[src/rtl/mem_pkg.sv]
// Shared definitions for the two-port cache-line memory arbiter.
package mem_pkg;

  localparam int unsigned ADDR_W_DEF = 32;
  localparam int unsigned DATA_W_DEF = 256;

  typedef enum logic [1:0] {
    ST_IDLE    = 2'd0,
    ST_BUSY    = 2'd1,
    ST_RELEASE = 2'd2
  } state_e;

endpackage

[src/rtl/mem_arbiter_pick.sv]
// Combinational 2-way chooser: requests plus last-granted pointer -> one-hot grant.
module mem_arbiter_pick #(
  parameter int unsigned RR_EN = 1
) (
  input  logic [1:0] req_i,
  input  logic       last_i,   // 0: port 0 granted last, 1: port 1 granted last
  output logic [1:0] grant_o
);

  always_comb begin
    grant_o = '0;
    if (req_i == 2'b11) begin
      // On a tie, round-robin favours the port not granted last; fixed priority favours port 0.
      if ((RR_EN != 0) && !last_i) grant_o = 2'b10;
      else                         grant_o = 2'b01;
    end else begin
      grant_o = req_i;
    end
  end

endmodule

[src/rtl/mem_arbiter.sv]
// Two-port (dcache/icache) arbiter for a single line-wide memory port with timeout flag.
module mem_arbiter
  import mem_pkg::*;
#(
  parameter int unsigned ADDR_W      = ADDR_W_DEF,
  parameter int unsigned DATA_W      = DATA_W_DEF,
  parameter int unsigned RR_EN       = 1,
  parameter int unsigned TIMEOUT_CYC = 1023
) (
  input  logic              clk_i,
  input  logic              rst_i,
  input  logic              p0_enable_i,
  input  logic              p0_write_i,
  input  logic [ADDR_W-1:0] p0_addr_i,
  input  logic [DATA_W-1:0] p0_data_i,
  output logic [DATA_W-1:0] p0_data_o,
  output logic              p0_ack_o,
  input  logic              p1_enable_i,
  input  logic              p1_write_i,
  input  logic [ADDR_W-1:0] p1_addr_i,
  input  logic [DATA_W-1:0] p1_data_i,
  output logic [DATA_W-1:0] p1_data_o,
  output logic              p1_ack_o,
  output logic              mem_enable_o,
  output logic              mem_write_o,
  output logic [ADDR_W-1:0] mem_addr_o,
  output logic [DATA_W-1:0] mem_data_o,
  input  logic [DATA_W-1:0] mem_data_i,
  input  logic              mem_ack_i,
  output logic [1:0]        grant_o,
  output logic              busy_o,
  output logic              err_o
);

  localparam int unsigned CNT_W = (TIMEOUT_CYC == 0) ? 1 : $clog2(TIMEOUT_CYC + 1);
  localparam logic [CNT_W-1:0] CNT_MAX = CNT_W'(TIMEOUT_CYC);

  state_e           state_q, state_d;
  logic [1:0]       grant_q, grant_d;
  logic             last_q, last_d;
  logic [CNT_W-1:0] cnt_q, cnt_d;
  logic             err_q, err_d;
  logic [1:0]       pick;
  logic             in_busy;

  mem_arbiter_pick #(.RR_EN(RR_EN)) u_pick (
    .req_i   ({p1_enable_i, p0_enable_i}),
    .last_i  (last_q),
    .grant_o (pick)
  );

  always_ff @(posedge clk_i) begin
    if (rst_i) begin
      state_q <= ST_IDLE;
      grant_q <= '0;
      last_q  <= 1'b1;
      cnt_q   <= '0;
      err_q   <= 1'b0;
    end else begin
      state_q <= state_d;
      grant_q <= grant_d;
      last_q  <= last_d;
      cnt_q   <= cnt_d;
      err_q   <= err_d;
    end
  end

  always_comb begin
    state_d = state_q;
    grant_d = grant_q;
    last_d  = last_q;
    cnt_d   = cnt_q;
    err_d   = err_q;
    unique case (state_q)
      ST_IDLE: begin
        if (p0_enable_i || p1_enable_i) begin
          grant_d = pick;
          last_d  = pick[1];
          cnt_d   = '0;
          state_d = ST_BUSY;
        end
      end
      ST_BUSY: begin
        if (mem_ack_i) begin
          grant_d = '0;
          state_d = ST_RELEASE;
        end else if ((TIMEOUT_CYC != 0) && (cnt_q != CNT_MAX)) begin
          cnt_d = cnt_q + 1'b1;
          if (cnt_d == CNT_MAX) err_d = 1'b1;
        end
      end
      ST_RELEASE: state_d = ST_IDLE;
      default: begin
        grant_d = '0;
        state_d = ST_IDLE;
      end
    endcase
  end

  // grant_q is non-zero only in BUSY, so the mux alone zeroes the memory side elsewhere.
  always_comb begin
    mem_enable_o = 1'b0;
    mem_write_o  = 1'b0;
    mem_addr_o   = '0;
    mem_data_o   = '0;
    if (grant_q[0]) begin
      mem_enable_o = p0_enable_i;
      mem_write_o  = p0_write_i;
      mem_addr_o   = p0_addr_i;
      mem_data_o   = p0_data_i;
    end else if (grant_q[1]) begin
      mem_enable_o = p1_enable_i;
      mem_write_o  = p1_write_i;
      mem_addr_o   = p1_addr_i;
      mem_data_o   = p1_data_i;
    end
  end

  assign in_busy   = (state_q == ST_BUSY);
  assign p0_ack_o  = in_busy & mem_ack_i & grant_q[0];
  assign p1_ack_o  = in_busy & mem_ack_i & grant_q[1];
  assign p0_data_o = mem_data_i;
  assign p1_data_o = mem_data_i;
  assign grant_o   = grant_q;
  assign busy_o    = (state_q != ST_IDLE);
  assign err_o     = err_q;

endmodule

[config.mk]
export PLATFORM = sky130hd
export DESIGN_NAME = mem_arbiter
export DESIGN_NICKNAME = d
export VERILOG_FILES = /design/src/rtl/mem_pkg.sv /design/src/rtl/mem_arbiter_pick.sv /design/src/rtl/mem_arbiter.sv
export SDC_FILE = /design/constraint.sdc
export NUM_CORES = 1
export LEC_CHECK = 0
export BUFFER_PORTS_ARGS = -buffer_cell sky130_fd_sc_hd__buf_2
export CAP_MARGIN = 20
export CORE_AREA = 2 2 649 651
export CTS_CLUSTER_DIAMETER = 100
export DETAILED_ROUTE_END_ITERATION = 7
export DIE_AREA = 0 0 651 653
export SLEW_MARGIN = 20
export SYNTH_ARGS = -nofsm -noshare
export SYNTH_HDL_FRONTEND = slang
export SYNTH_SLANG_ARGS = --single-unit
[constraint.sdc]
create_clock -name clk_i -period 1.6 [get_ports clk_i]
set_input_delay 0.16 -clock clk_i [delete_from_list [all_inputs] [get_ports clk_i]]
set_output_delay 0.16 -clock clk_i [all_outputs]
set_load 0.02 [all_outputs]
# Word-level counts from Yosys, hierarchy flattened
# Cells that the tools add are included.
# classes
n_addsub	1
n_eq_ne	9
n_mux	20
bitwise	5
reduce_logical	9
# op_table
cell	count
2-to-1 mux 256 bit	2
2-to-1 mux 32 bit	2
2-to-1 mux 10 bit	3
one-hot mux 10 bit (2 select lines)	1
2-to-1 mux 2 bit	6
adder 10 x 1 -> 10 bit (second input constant)	1
== test 10 bit (second input constant)	1
inequality test 10 bit (second input constant)	1
AND reduction 4 bit	2
inequality test 2 bit (second input constant)	3
one-hot mux 2 bit (3 select lines)	1
== test 2 bit (second input constant)	2
2-to-1 mux 1 bit	4
one-hot mux 2 bit (2 select lines)	1
AND reduction 2 bit	2
nonzero test 2 bit	2
bitwise AND 1 bit	3
AND reduction 3 bit	1
== test 2 x 1 -> 1 bit (second input constant)	1
logical NOT 2 bit	1
inequality test 2 x 1 -> 1 bit (second input constant)	1
NOT 1 bit	2
logical OR 1 bit	1
# totals
ff_bits	16
wordCells	49

# Logic depth before layout (Yosys ltp)
# depth
depth_word	4
depth_mapped	7
ltp_nobuf	6

# Modules after synthesis
# A second synthesis with hierarchy kept.
# unflattened
hier_cells	972
hier_area_um2	7532.2
# by_module_without_submodules
mod	instances	cells_per_inst	area_each_um2	seq_area_each_um2
mem_arbiter	1	969	7513.5	320.3
mem_arbiter_pick	1	3	18.8	0.0

# Worst setup path before layout
# OpenSTA, ideal clock, no wires.
# synth_path
path_type	register to output
start	register grant_q[0], in the netlist grant_o[0]
end	output mem_addr_o[0]
arrival_time_ns	1.529
path_slack_ns	-0.089
path_stages_with_launch	7
path_buffers	4
cell_sequence	dfxtp_1 clkbuf_1 nor2b_1 clkbuf_1 buf_2 buf_2 a22o_1
# synth_between
elab_chain_len	1
# synth_rtl
item	line_no	rtl
start, declared	mem_arbiter.sv:39	logic [1:0] grant_q, grant_d;
start signal, assigned	mem_arbiter.sv:61	grant_q <= grant_d;
2-to-1 mux 32 bit	mem_arbiter.sv:106	if (grant_q[0]) begin
end, declared	mem_arbiter.sv:26	output logic [ADDR_W-1:0] mem_addr_o,
# No other way between the ends.

# Worst setup path after layout
# layout_path
start	register grant_q[0], in the netlist grant_o[0]
end	output mem_data_o[75]
# layout_between
elab_chain_len	1
# layout_rtl
item	line_no	rtl
2-to-1 mux 256 bit	mem_arbiter.sv:106	
end, declared	mem_arbiter.sv:27	output logic [DATA_W-1:0] mem_data_o,
# No other way between the ends.

==> impl_metrics.tcl <==
set metrics [dict create \
    r2r_slack_ps -80 \
    required_ps 1440 \
    pre_cts_slack_ps -348 \
    syn_nets 1830 \
    synth-main-ff-cell "dfxtp_1" \
    cts_max_path_buffers 2 \
    cts-htree-levels 1 \
    multi_input_area_sq_um 4430 \
    regArea_sq_um 348 \
    yosys_warnings 0 \
    path_class "flip-flop to output pin" \
    vias 13100 \
    fill_cells 49300 \
    grt_pass1_wl_microns 430000 \
    fin_crit_sh_pct 121 \
    seq_power_share_pct 4.6 \
    rows 238 \
    hp-class "input port to flip-flop" \
    nets 2249 \
    ys_ff_latch 16 \
    port_buffers 878 \
    synth_top_area_share_pct 50.5 \
    boundaryPins 1647 \
    antenna_found_initial 398 \
    cts_sinks 16 \
    die_width_microns 651 \
    max-vdd-ir-drop_v 0.000243 \
    final-hold-violation-count 0 \
    track_usage_pct 18.3 \
    drive_gt1_share_pct 83.2 \
    async_reset_ff_share_pct 0 \
    yosysTopAreaCell "buf_4" \
    die_y_microns 653 \
    root_buffer "clkbuf_16" \
    cts_buffers 3 \
    grt_pass1_vias 10800 \
    drc_errors 0 \
    ant_nets 0 \
    min_to "last_q$_SDFFE_PP1P_" \
    viasPerCell 1.83 \
    syn_to_final_growth_pct 183 \
    crit_path_end_kind "output pin" \
    netlist_instances 989 \
    finalCriticalPeriod_ps 1930 \
    postCtsHoldBufs 0 \
    maxSlewViolCount 0 \
    clkPwrFrac_pct 6.0 \
    setup_violations 294 \
    rsz0062_at_grt "yes" \
    ys_seq_area_share_pct 4.19 \
    failed_checks "negative setup slack" \
    leakagePower_nw 7.62 \
    hold_slack_ps 281 \
    setup_ws_ps -333 \
    synth_area_sq_um 7640 \
    intPower_mw 4.16 \
    start_kind "flip-flop" \
    rr_endpoint "cnt_q[3]$_SDFFE_PP0P_" \
    ys_types 40 \
    reg2regPathDepth 7 \
    yosys-top-cells-area "buf_4 (50%), a22o_1 (33%), dfxtp_1 (4.2%)" \
    start_util_pct 1.83 \
    dieArea_sq_um 425000 \
    synth.avg_cell_area_sq_um 7.73 \
    powerDensity_nw_per_um2 422 \
    clkSlewWorstSetupHoldPaths_ps 50 \
    p_comb_share_pct 89.4 \
    wl_per_cell_microns 57.2 \
    worstSkewPairLatency_ps 250 \
    coreArea_sq_um 418000 \
    tritoncts "yes" \
    drtPass1Iterations 5 \
    drt-total-wl_microns 410000 \
    status "complete, but fails checks" \
    tightest_slew_ps 606 \
    reg2reg_from "cnt_q[1]$_SDFFE_PP0P_" \
    slew_headroom_pct 59.6 \
    grt_max_degree 43 \
    min_from "p1_enable_i" \
    switchingPower_mw 4.98 \
    synth_edf_count 0 \
    dpl_cell_area_sq_um 18300 \
    hpwl_microns 390000 \
    drt_iter0_markers 897 \
    critPathMaxFanout 25 \
    overflow 0 \
    min_path_cells 3 \
    fmax_mhz 517 \
    gp_congestion 1.10 \
    swShare_pct 54.5 \
    skew_ps 4.66 \
    cap_violations 0 \
    worstPathArrival_ps 1770 \
    stdcell_area_sq_um 21700 \
]
==> worst max-delay path: stages, from the launching register on <==
cell	delay (ps)
dfxtp_4	380
buf_12	230
buf_12	190
buf_12	200
a22o_1	230
buf_12	160
==> registers in the layout (all words and copies together), names as in the netlist <==
register,flops
grant_o,2
state_q,2
last_q,1
cnt_q,10
err_o,1
==> worst max path at each step <==
stage | end | slack, ps | cells after the start | from
2_1_floorplan | mem_addr_o[0] | -20 | 4 | grant_o[0]$_SDFFE_PP0P_
3_3_place_gp | mem_data_o[169] | -320 | 5 | grant_o[0]$_SDFFE_PP0P_
3_5_place_dp | mem_data_o[166] | -350 | 5 | grant_o[0]$_SDFFE_PP0P_
4_1_cts | mem_data_o[167] | -330 | 5 | grant_o[0]$_SDFFE_PP0P_
5_1_grt | mem_data_o[150] | -360 | 6 | grant_o[0]$_SDFFE_PP0P_
6_report | mem_data_o[75] | -330 | 5 | grant_o[0]$_SDFFE_PP0P_
==> power by group through the flow <==
stage / Sequential, mW / Clock [mW] / Combinational, mW
finish: 0.423 / 0.545 / 8.18
global route: 0.424 / 0.572 / 8.48
CTS: 0.428 / 0.555 / 8.07
detailed placement: 0.435 / 0 / 7.40
global placement: 0.434 / 0 / 7.37
floorplan: 0.437 / 0 / 3.57
==> logic make-up (layout without fill, tap and decap cells) <==
kind of cell               Yosys count  after routing  synth area share [%]
muxes                                1              1                 0.131
other                                0            247                     0
buffers and inverters              590           1008                  54.4
and+or+nand+nor                     56             56                  4.32
AOI/OAI and AO/OA                  320            320                  36.1
xor gates and xnor gates             4              4                 0.458
adders and majority gates            2              2                 0.327
DFF                                 16             16                  4.19
==> placed cells by master (no fill, tap or decap), types with 13 or more instances in the layout <==
cell type	n
nor2_1	13
clkbuf_16	13
a22o_4	134
diode_2	247
buf_12	200
buf_16	15
buf_6	70
buf_2	635
a22o_1	155
buf_4	55
==> timing repair <==
item / CTS / global route
gates cloned: 9 / 12
endpoints found under the setup margin: 303 / 304
resized for setup: 204 / 147
pin swaps: 12 / 20
buffers inserted: 17 / 15
==> per-layer routing <==
layer  track usage (%)  vias to the layer above  routed length, microns
met5              2.17                        -                    2600
met4              5.65                      267                   14700
met3              23.0                      829                  107000
met2              30.5                     2362                  192000
met1              11.8                     5459                   94200
li1                  -                     4198                       -
==> stage by stage <==
stage / cells / setup TNS [ps] / util [%] / total power, mW
floorplan: 989 / -1370 / - / 4.00
global placement: 6874 / -10460 / 4.36 / 7.81
CTS: 6904 / -67780 / 4.76 / 9.05
finish: 7174 / -59390 / 5.18 / 9.15
detailed placement: 6874 / -12630 / 4.36 / 7.84
global route: 7071 / -73920 / 5.12 / 9.48
==> area by class of cell <==
type                            count  area share (%)
Multi-Input combinational cell    383            20.5
Tap cell                         5520            31.9
Antenna cell                      247            2.85
Inverter                            6           0.104
Timing Repair Buffer              998            42.7
Sequential cell                    16            1.61
Clock buffer                        4           0.410
==> Yosys cell counts, types with 2 or more instances <==
library cell	n
a22o_1	290
nor4_1	2
buf_1	3
xor2_1	2
o211a_1	2
a21oi_1	14
xnor2_1	2
buf_4	514
nand2_1	13
buf_2	13
ha_1	2
nor3_2	4
nor2_1	13
clkbuf_1	54
dfxtp_1	16
nand3_1	5
nand3_2	2
inv_1	6
and3_1	3
o211ai_1	2
nor3_1	2
nor2b_1	3
nand2b_1	3
a311oi_2	2
nand4b_1	2
Note: power is estimated with default switching activity, not from simulation.
